$ cat config.mk
export PLATFORM = sky130hd
export DESIGN_NAME = adc_rx
export DESIGN_NICKNAME = d
export VERILOG_FILES = /design/src/rtl/codec_pkg.sv /design/src/rtl/codec_clk_gen.sv /design/src/rtl/adc_rx.sv
export SDC_FILE = /design/constraint.sdc
export NUM_CORES = 1
export LEC_CHECK = 0
export ABC_CLOCK_PERIOD_IN_PS = 3900
export BUFFER_PORTS_ARGS = -buffer_cell sky130_fd_sc_hd__buf_2
export CAP_MARGIN = 40
export CORE_MARGIN = 2
export CORE_UTILIZATION = 57
export DETAILED_ROUTE_END_ITERATION = 7
export PLACE_DENSITY = 0.85
export SYNTH_ARGS = -nofsm -noshare
export SYNTH_HDL_FRONTEND = slang
export SYNTH_SLANG_ARGS = --single-unit
export TNS_END_PERCENT = 50
$ cat constraint.sdc
create_clock -name m_clk -period 3.9 [get_ports m_clk]
set_clock_uncertainty 0.1 [all_clocks]
set_input_delay 0.39 -clock m_clk [delete_from_list [all_inputs] [get_ports m_clk]]
set_output_delay 0.39 -clock m_clk [all_outputs]
set_load 0.03 [all_outputs]
$ cat src/rtl/codec_pkg.sv
// Shared definitions for the WM8731 serial audio paths (ADC receive and DAC transmit).
// Holds the default framing parameters and the clock-generator state encoding.
package codec_pkg;

    localparam int CODEC_WORD_W      = 16;
    localparam int CODEC_FRAME_BCLKS = 64;
    localparam int CODEC_BCLK_DIV    = 4;

    typedef enum logic [0:0] {
        ST_IDLE = 1'b0,
        ST_RUN  = 1'b1
    } codec_state_e;

endpackage

$ cat src/rtl/codec_clk_gen.sv
// Master-mode bit-clock / frame-sync generator shared by the ADC and DAC paths.
// bclk_tick marks the cycle whose closing edge toggles b_clk: with b_clk high it is a FALL, else a RISE.
module codec_clk_gen
    import codec_pkg::*;
#(
    parameter int BCLK_DIV    = CODEC_BCLK_DIV,
    parameter int FRAME_BCLKS = CODEC_FRAME_BCLKS,
    localparam int DIV_W      = $clog2(BCLK_DIV),
    localparam int CNT_W      = $clog2(FRAME_BCLKS)
) (
    input  logic             m_clk,
    input  logic             reset_n,
    input  logic             enable,
    output logic             b_clk,
    output logic             lr_clk,
    output logic             bclk_tick,
    output logic [CNT_W-1:0] bit_idx
);

    codec_state_e     state_q, state_d;
    logic [DIV_W-1:0] div_cnt_q, div_cnt_d;
    logic [CNT_W-1:0] bit_cnt_q, bit_cnt_d;
    logic             b_clk_q, b_clk_d;
    logic             lr_clk_q, lr_clk_d;

    // Next-state logic for the divider, bit counter and the two generated clocks
    always_comb begin
        state_d   = state_q;
        div_cnt_d = div_cnt_q;
        bit_cnt_d = bit_cnt_q;
        b_clk_d   = b_clk_q;
        lr_clk_d  = lr_clk_q;
        bclk_tick = 1'b0;
        bit_idx   = bit_cnt_q;
        case (state_q)
            ST_IDLE: begin
                div_cnt_d = '0;
                bit_cnt_d = '0;
                b_clk_d   = 1'b0;
                lr_clk_d  = 1'b0;
                if (enable) begin
                    // Parking on the last bit makes the first FALL a frame start.
                    state_d   = ST_RUN;
                    bit_cnt_d = CNT_W'(FRAME_BCLKS - 1);
                end else begin
                    state_d = ST_IDLE;
                end
            end
            ST_RUN: begin
                if (!enable) begin
                    state_d   = ST_IDLE;
                    div_cnt_d = '0;
                    bit_cnt_d = '0;
                    b_clk_d   = 1'b0;
                    lr_clk_d  = 1'b0;
                end else if (div_cnt_q == DIV_W'(BCLK_DIV - 1)) begin
                    div_cnt_d = '0;
                    b_clk_d   = ~b_clk_q;
                    bclk_tick = 1'b1;
                    if (b_clk_q) begin
                        bit_idx   = (bit_cnt_q == CNT_W'(FRAME_BCLKS - 1)) ? '0 : bit_cnt_q + CNT_W'(1);
                        bit_cnt_d = bit_idx;
                        lr_clk_d  = (bit_idx == '0);
                    end else begin
                        bit_idx = bit_cnt_q;
                    end
                end else begin
                    div_cnt_d = div_cnt_q + DIV_W'(1);
                end
            end
            default: begin
                state_d = ST_IDLE;
            end
        endcase
    end

    // State and counter registers
    always_ff @(posedge m_clk or negedge reset_n) begin
        if (!reset_n) begin
            state_q   <= ST_IDLE;
            div_cnt_q <= '0;
            bit_cnt_q <= '0;
            b_clk_q   <= 1'b0;
            lr_clk_q  <= 1'b0;
        end else begin
            state_q   <= state_d;
            div_cnt_q <= div_cnt_d;
            bit_cnt_q <= bit_cnt_d;
            b_clk_q   <= b_clk_d;
            lr_clk_q  <= lr_clk_d;
        end
    end

    assign b_clk  = b_clk_q;
    assign lr_clk = lr_clk_q;

endmodule

$ cat src/rtl/adc_rx.sv
// WM8731 master-mode ADC receiver: drives b_clk/adc_lr_clk, deserializes adcdat into
// left/right words and hands each pair over a valid/ready interface with overrun reporting.
module adc_rx
    import codec_pkg::*;
#(
    parameter int BCLK_DIV    = CODEC_BCLK_DIV,
    parameter int WORD_W      = CODEC_WORD_W,
    parameter int FRAME_BCLKS = CODEC_FRAME_BCLKS
) (
    input  logic              m_clk,
    input  logic              reset_n,
    input  logic              enable,
    input  logic              adcdat,
    output logic              b_clk,
    output logic              adc_lr_clk,
    output logic [WORD_W-1:0] left_data,
    output logic [WORD_W-1:0] right_data,
    output logic              sample_valid,
    input  logic              sample_ready,
    output logic              overrun
);

    localparam int CNT_W = $clog2(FRAME_BCLKS);
    localparam int SR_W  = 2 * WORD_W;

    logic             bclk_tick;
    logic [CNT_W-1:0] bit_idx;
    logic             fall_s;

    logic [SR_W-1:0]   shift_q, shift_d;
    logic              load_q, load_d;
    logic [WORD_W-1:0] left_q, left_d;
    logic [WORD_W-1:0] right_q, right_d;
    logic              valid_q, valid_d;
    logic              overrun_q, overrun_d;

    codec_clk_gen #(
        .BCLK_DIV    (BCLK_DIV),
        .FRAME_BCLKS (FRAME_BCLKS)
    ) u_clk_gen (
        .m_clk     (m_clk),
        .reset_n   (reset_n),
        .enable    (enable),
        .b_clk     (b_clk),
        .lr_clk    (adc_lr_clk),
        .bclk_tick (bclk_tick),
        .bit_idx   (bit_idx)
    );

    assign fall_s = bclk_tick & b_clk;

    // Serial capture: frame bits 1..2W shift in MSB first; the last one arms the output load
    always_comb begin
        shift_d = shift_q;
        load_d  = 1'b0;
        if (fall_s && (bit_idx >= CNT_W'(1)) && (bit_idx <= CNT_W'(SR_W))) begin
            shift_d = {shift_q[SR_W-2:0], adcdat};
            load_d  = (bit_idx == CNT_W'(SR_W));
        end else begin
            shift_d = shift_q;
            load_d  = 1'b0;
        end
    end

    // Output holding register and handshake; a load always wins over an accept
    always_comb begin
        left_d    = left_q;
        right_d   = right_q;
        valid_d   = valid_q;
        overrun_d = 1'b0;
        if (load_q) begin
            left_d    = shift_q[SR_W-1:WORD_W];
            right_d   = shift_q[WORD_W-1:0];
            valid_d   = 1'b1;
            overrun_d = valid_q & ~sample_ready;
        end else if (valid_q && sample_ready) begin
            valid_d = 1'b0;
        end else begin
            valid_d = valid_q;
        end
    end

    // Capture and output registers
    always_ff @(posedge m_clk or negedge reset_n) begin
        if (!reset_n) begin
            shift_q   <= '0;
            load_q    <= 1'b0;
            left_q    <= '0;
            right_q   <= '0;
            valid_q   <= 1'b0;
            overrun_q <= 1'b0;
        end else begin
            shift_q   <= shift_d;
            load_q    <= load_d;
            left_q    <= left_d;
            right_q   <= right_d;
            valid_q   <= valid_d;
            overrun_q <= overrun_d;
        end
    end

    assign left_data    = left_q;
    assign right_data   = right_q;
    assign sample_valid = valid_q;
    assign overrun      = overrun_q;

endmodule
==> qor.yml <==
outcome: "complete, no violations"
synth_fp_nets: 235
fp.dieArea_sq_um: 6600
cts_num_sinks: 78
drtPass1Iterations: 4
worstSetupEndpointType: "flip-flop"
multi_input_area_sq_um: 1320
combPwrFrac_pct: 3.8
grt_antenna_before_repair: 0
hp-class: "in -> reg"
intPower_w: 0.00116
cap_violations: 0
port_buffers: 40
die_w_um: 81.2
power_density_nw_per_um2: 383
fmax_mhz: 300
fin_crit_sh_pct: 85.6
leakagePower_nw: 2.00
grt_pass1_wl_um: 9060
antenna_cells: 0
ys_warn_count: 0
drt_iter0_drc: 90
cts_buffers: 9
syn_to_final_growth_pct: 13.7
crit_chain: "ha_1 > and3_1 > a31oi_1 > o311ai_1 > o211ai_2 > or3b_4 > a21oi_4 > buf_4 > mux2_1"
crit_buf_inv: 1
synth.distinct_cells: 41
dp_hpwl_um: 3790
synth-edff-count: 0
route.detailed.drc: 0
cp_data_arrival_time_ns: 3.45
critical-path-max-stage-delay_ns: 0.49
synthFlopType: "dfrtp_1"
ctsHoldBuffers: 1
wl_per_cell_um: 15.9
initial_utilization_pct: 58.1
power.share.sequential_pct: 55.7
switching_share_pct: 21.6
final_util_pct: 66.1
ant_nets: 0
groute.usage.overall_pct: 18.5
maxSlewViolCount: 0
grt_start_max_net_pins: 56
cts_tree: "built"
critPathMaxFanout: 32
p_total_w: 0.00148
startpoint_type: "flip-flop"
setup_violations: 0
syn-cell-area_sq_um: 3400
rows: 28
vias_per_cell: 5.55
dieHeight_um: 81.2
globalplace.congestion: 0.957
postCtsResizedCells: 0
cp_top_family: "compound AO/OA/AOI/OAI gates"
routed_wl_um: 5530
criticalPathCategory: "reg -> reg"
grt-ovfl-total: 0
fin_nets: 277
async_reset_ff_share_pct: 100
p_sw_w: 0.000320
ir_drop_mv: 0.214
clock-root-buffer: "clkbuf_8"
worstPathRequired_ns: 4.02
clk_latency_ns: 0.34
pwr-share-clk_pct: 40.5
post_route_cells_drive_above_1_share_pct: 46.9
worst_pin_slew_ns: 0.552
grt_pass1_vias: 1868
ios: 41
num_vias: 1931
fin_crit_ns: 3.34
cts_setup_buffers: 0
core-area_sq_um: 5850
cts.htree.levels: 3
ys_seq_area_share_pct: 57.4
slowest_stage: "dfrtp_1"
regArea_sq_um: 1950
clk_pin_slew_ns: 0.07
fin_tns_setup_ns: 0
finalHoldViolCount: 0
synth_cells: 227
synth.ff_latch_count: 78
cts_buffer_depth: 2
relSlewSlack_pct: 63.2
fillers: 411
syn_area_per_cell_sq_um: 15.0
rsz0062_at_grt: "false"
[cells in the final DEF (no fill, tap or decap), types with 5 or more instances in the layout]
cell type / count
nand3_1: 5
mux2_2: 32
dfrtp_1: 78
a21boi_0: 6
buf_2: 39
mux2_4: 29
nor2_1: 5
clkbuf_8: 11
[cells in the mapped netlist, drive strengths merged, types with 3 or more instances]
master	number	area (sq um)
buf	11	98.8
nand4	4	25.0
clkbuf	3	11.3
nand2	6	46.3
o21ai	4	20.0
nand3	5	25.0
a31oi	3	18.8
and2	3	20.0
xnor2	4	35.0
and3	3	20.0
nor2	5	18.8
mux2i	3	30.0
a21boi	6	45.0
dfrtp	78	1950
o31ai	5	42.5
a21oi	3	26.3
ha	3	37.5
mux2	63	818
inv	4	15.0
[worst reg2reg max path: cells and delay by family, from the launching register on]
family | cells | cell delay, ns
AND/OR/NAND/NOR | 2 | 0.66
buffers and inverters | 1 | 0.49
AO/OA/AOI/OAI | 4 | 0.80
adder cells (fa/ha/maj) | 1 | 0.31
flip-flops | 1 | 0.49
multiplexers | 1 | 0.38
[state kept, by name, indices dropped and copies added, names as in the netlist]
| signal | flops |
|---|---|
| u_clk_gen.bit_cnt_q | 6 |
| u_clk_gen.state_q | 1 |
| load_q | 1 |
| overrun | 1 |
| u_clk_gen.lr_clk | 1 |
| u_clk_gen.div_cnt_q | 2 |
| right_data | 16 |
| shift_q | 32 |
| u_clk_gen.b_clk | 1 |
| left_data | 16 |
| sample_valid | 1 |
[cell families (layout without fill, tap and decap cells)]
logic type | count (synthesis) | after routing | synth area share (%)
flip-flops | 78 | 78 | 57.4
buffers and inverters | 18 | 64 | 3.68
AND/OR/NAND/NOR | 31 | 31 | 5.81
multiplexers | 66 | 66 | 24.9
adder cells (fa/ha/maj) | 3 | 3 | 1.10
XOR/XNOR | 5 | 5 | 1.29
AO/OA/AOI/OAI | 26 | 26 | 5.78
[power by group through the flow]
stage	sequential [W]	combinational [W]	clock, W
after floorplan	0.000834	0.0000379	0
after global placement	0.000840	0.0000509	0
after detailed placement	0.000841	0.0000562	0
after CTS	0.000825	0.0000572	0.000619
after global routing	0.000826	0.0000641	0.000651
final	0.000826	0.0000560	0.000600
[routing by layer]
| metal | vias up | GRT usage, % | wire length, um |
|---|---|---|---|
| met5 | - | 0 | 0 |
| met3 | 10 | 5.00 | 260 |
| li1 | 898 | - | - |
| met4 | 0 | 8.14 | 93 |
| met2 | 55 | 28.8 | 2610 |
| met1 | 968 | 24.4 | 2570 |
[final cells by class]
cell class,instances,share of cell area (%)
sequential,78,50.5
multi-input combinational,131,34.2
timing repair buffer,45,7.31
clock buffer,12,4.01
tap,75,2.43
clock inverter,3,1.13
inverter,4,0.388
[through the flow]
stage	instances	area (sq um)	setup slack [ns]	hold WS, ns
floorplan	227	3400	1.09	-0.00559
global route	348	3870	0.375	0.174
CTS	348	3870	0.575	0.165
detailed placement	332	3660	0.592	0.218
global placement	330	3600	0.702	0.327
finish	348	3870	0.562	0.187
[path summary, 6_finish.rpt]
kind	start	endpoint	slack, ns	cells after the start
min reg2reg	u_clk_gen.div_cnt_q[0]$_DFF_PN0_	u_clk_gen.div_cnt_q[0]$_DFF_PN0_	0.35	1
min in group asynchronous	reset_n	left_data[6]$_DFFE_PN0P_	0.39	2
max reg2reg	u_clk_gen.bit_cnt_q[0]$_DFF_PN0_	shift_q[16]$_DFFE_PN0P_	0.56	9
max	u_clk_gen.bit_cnt_q[0]$_DFF_PN0_	shift_q[16]$_DFFE_PN0P_	0.56	9
max in group asynchronous	reset_n	left_data[13]$_DFFE_PN0P_	2.75	3
min	enable	u_clk_gen.state_q$_DFF_PN0_	0.19	1
Note: power is estimated with default switching activity, not from simulation.
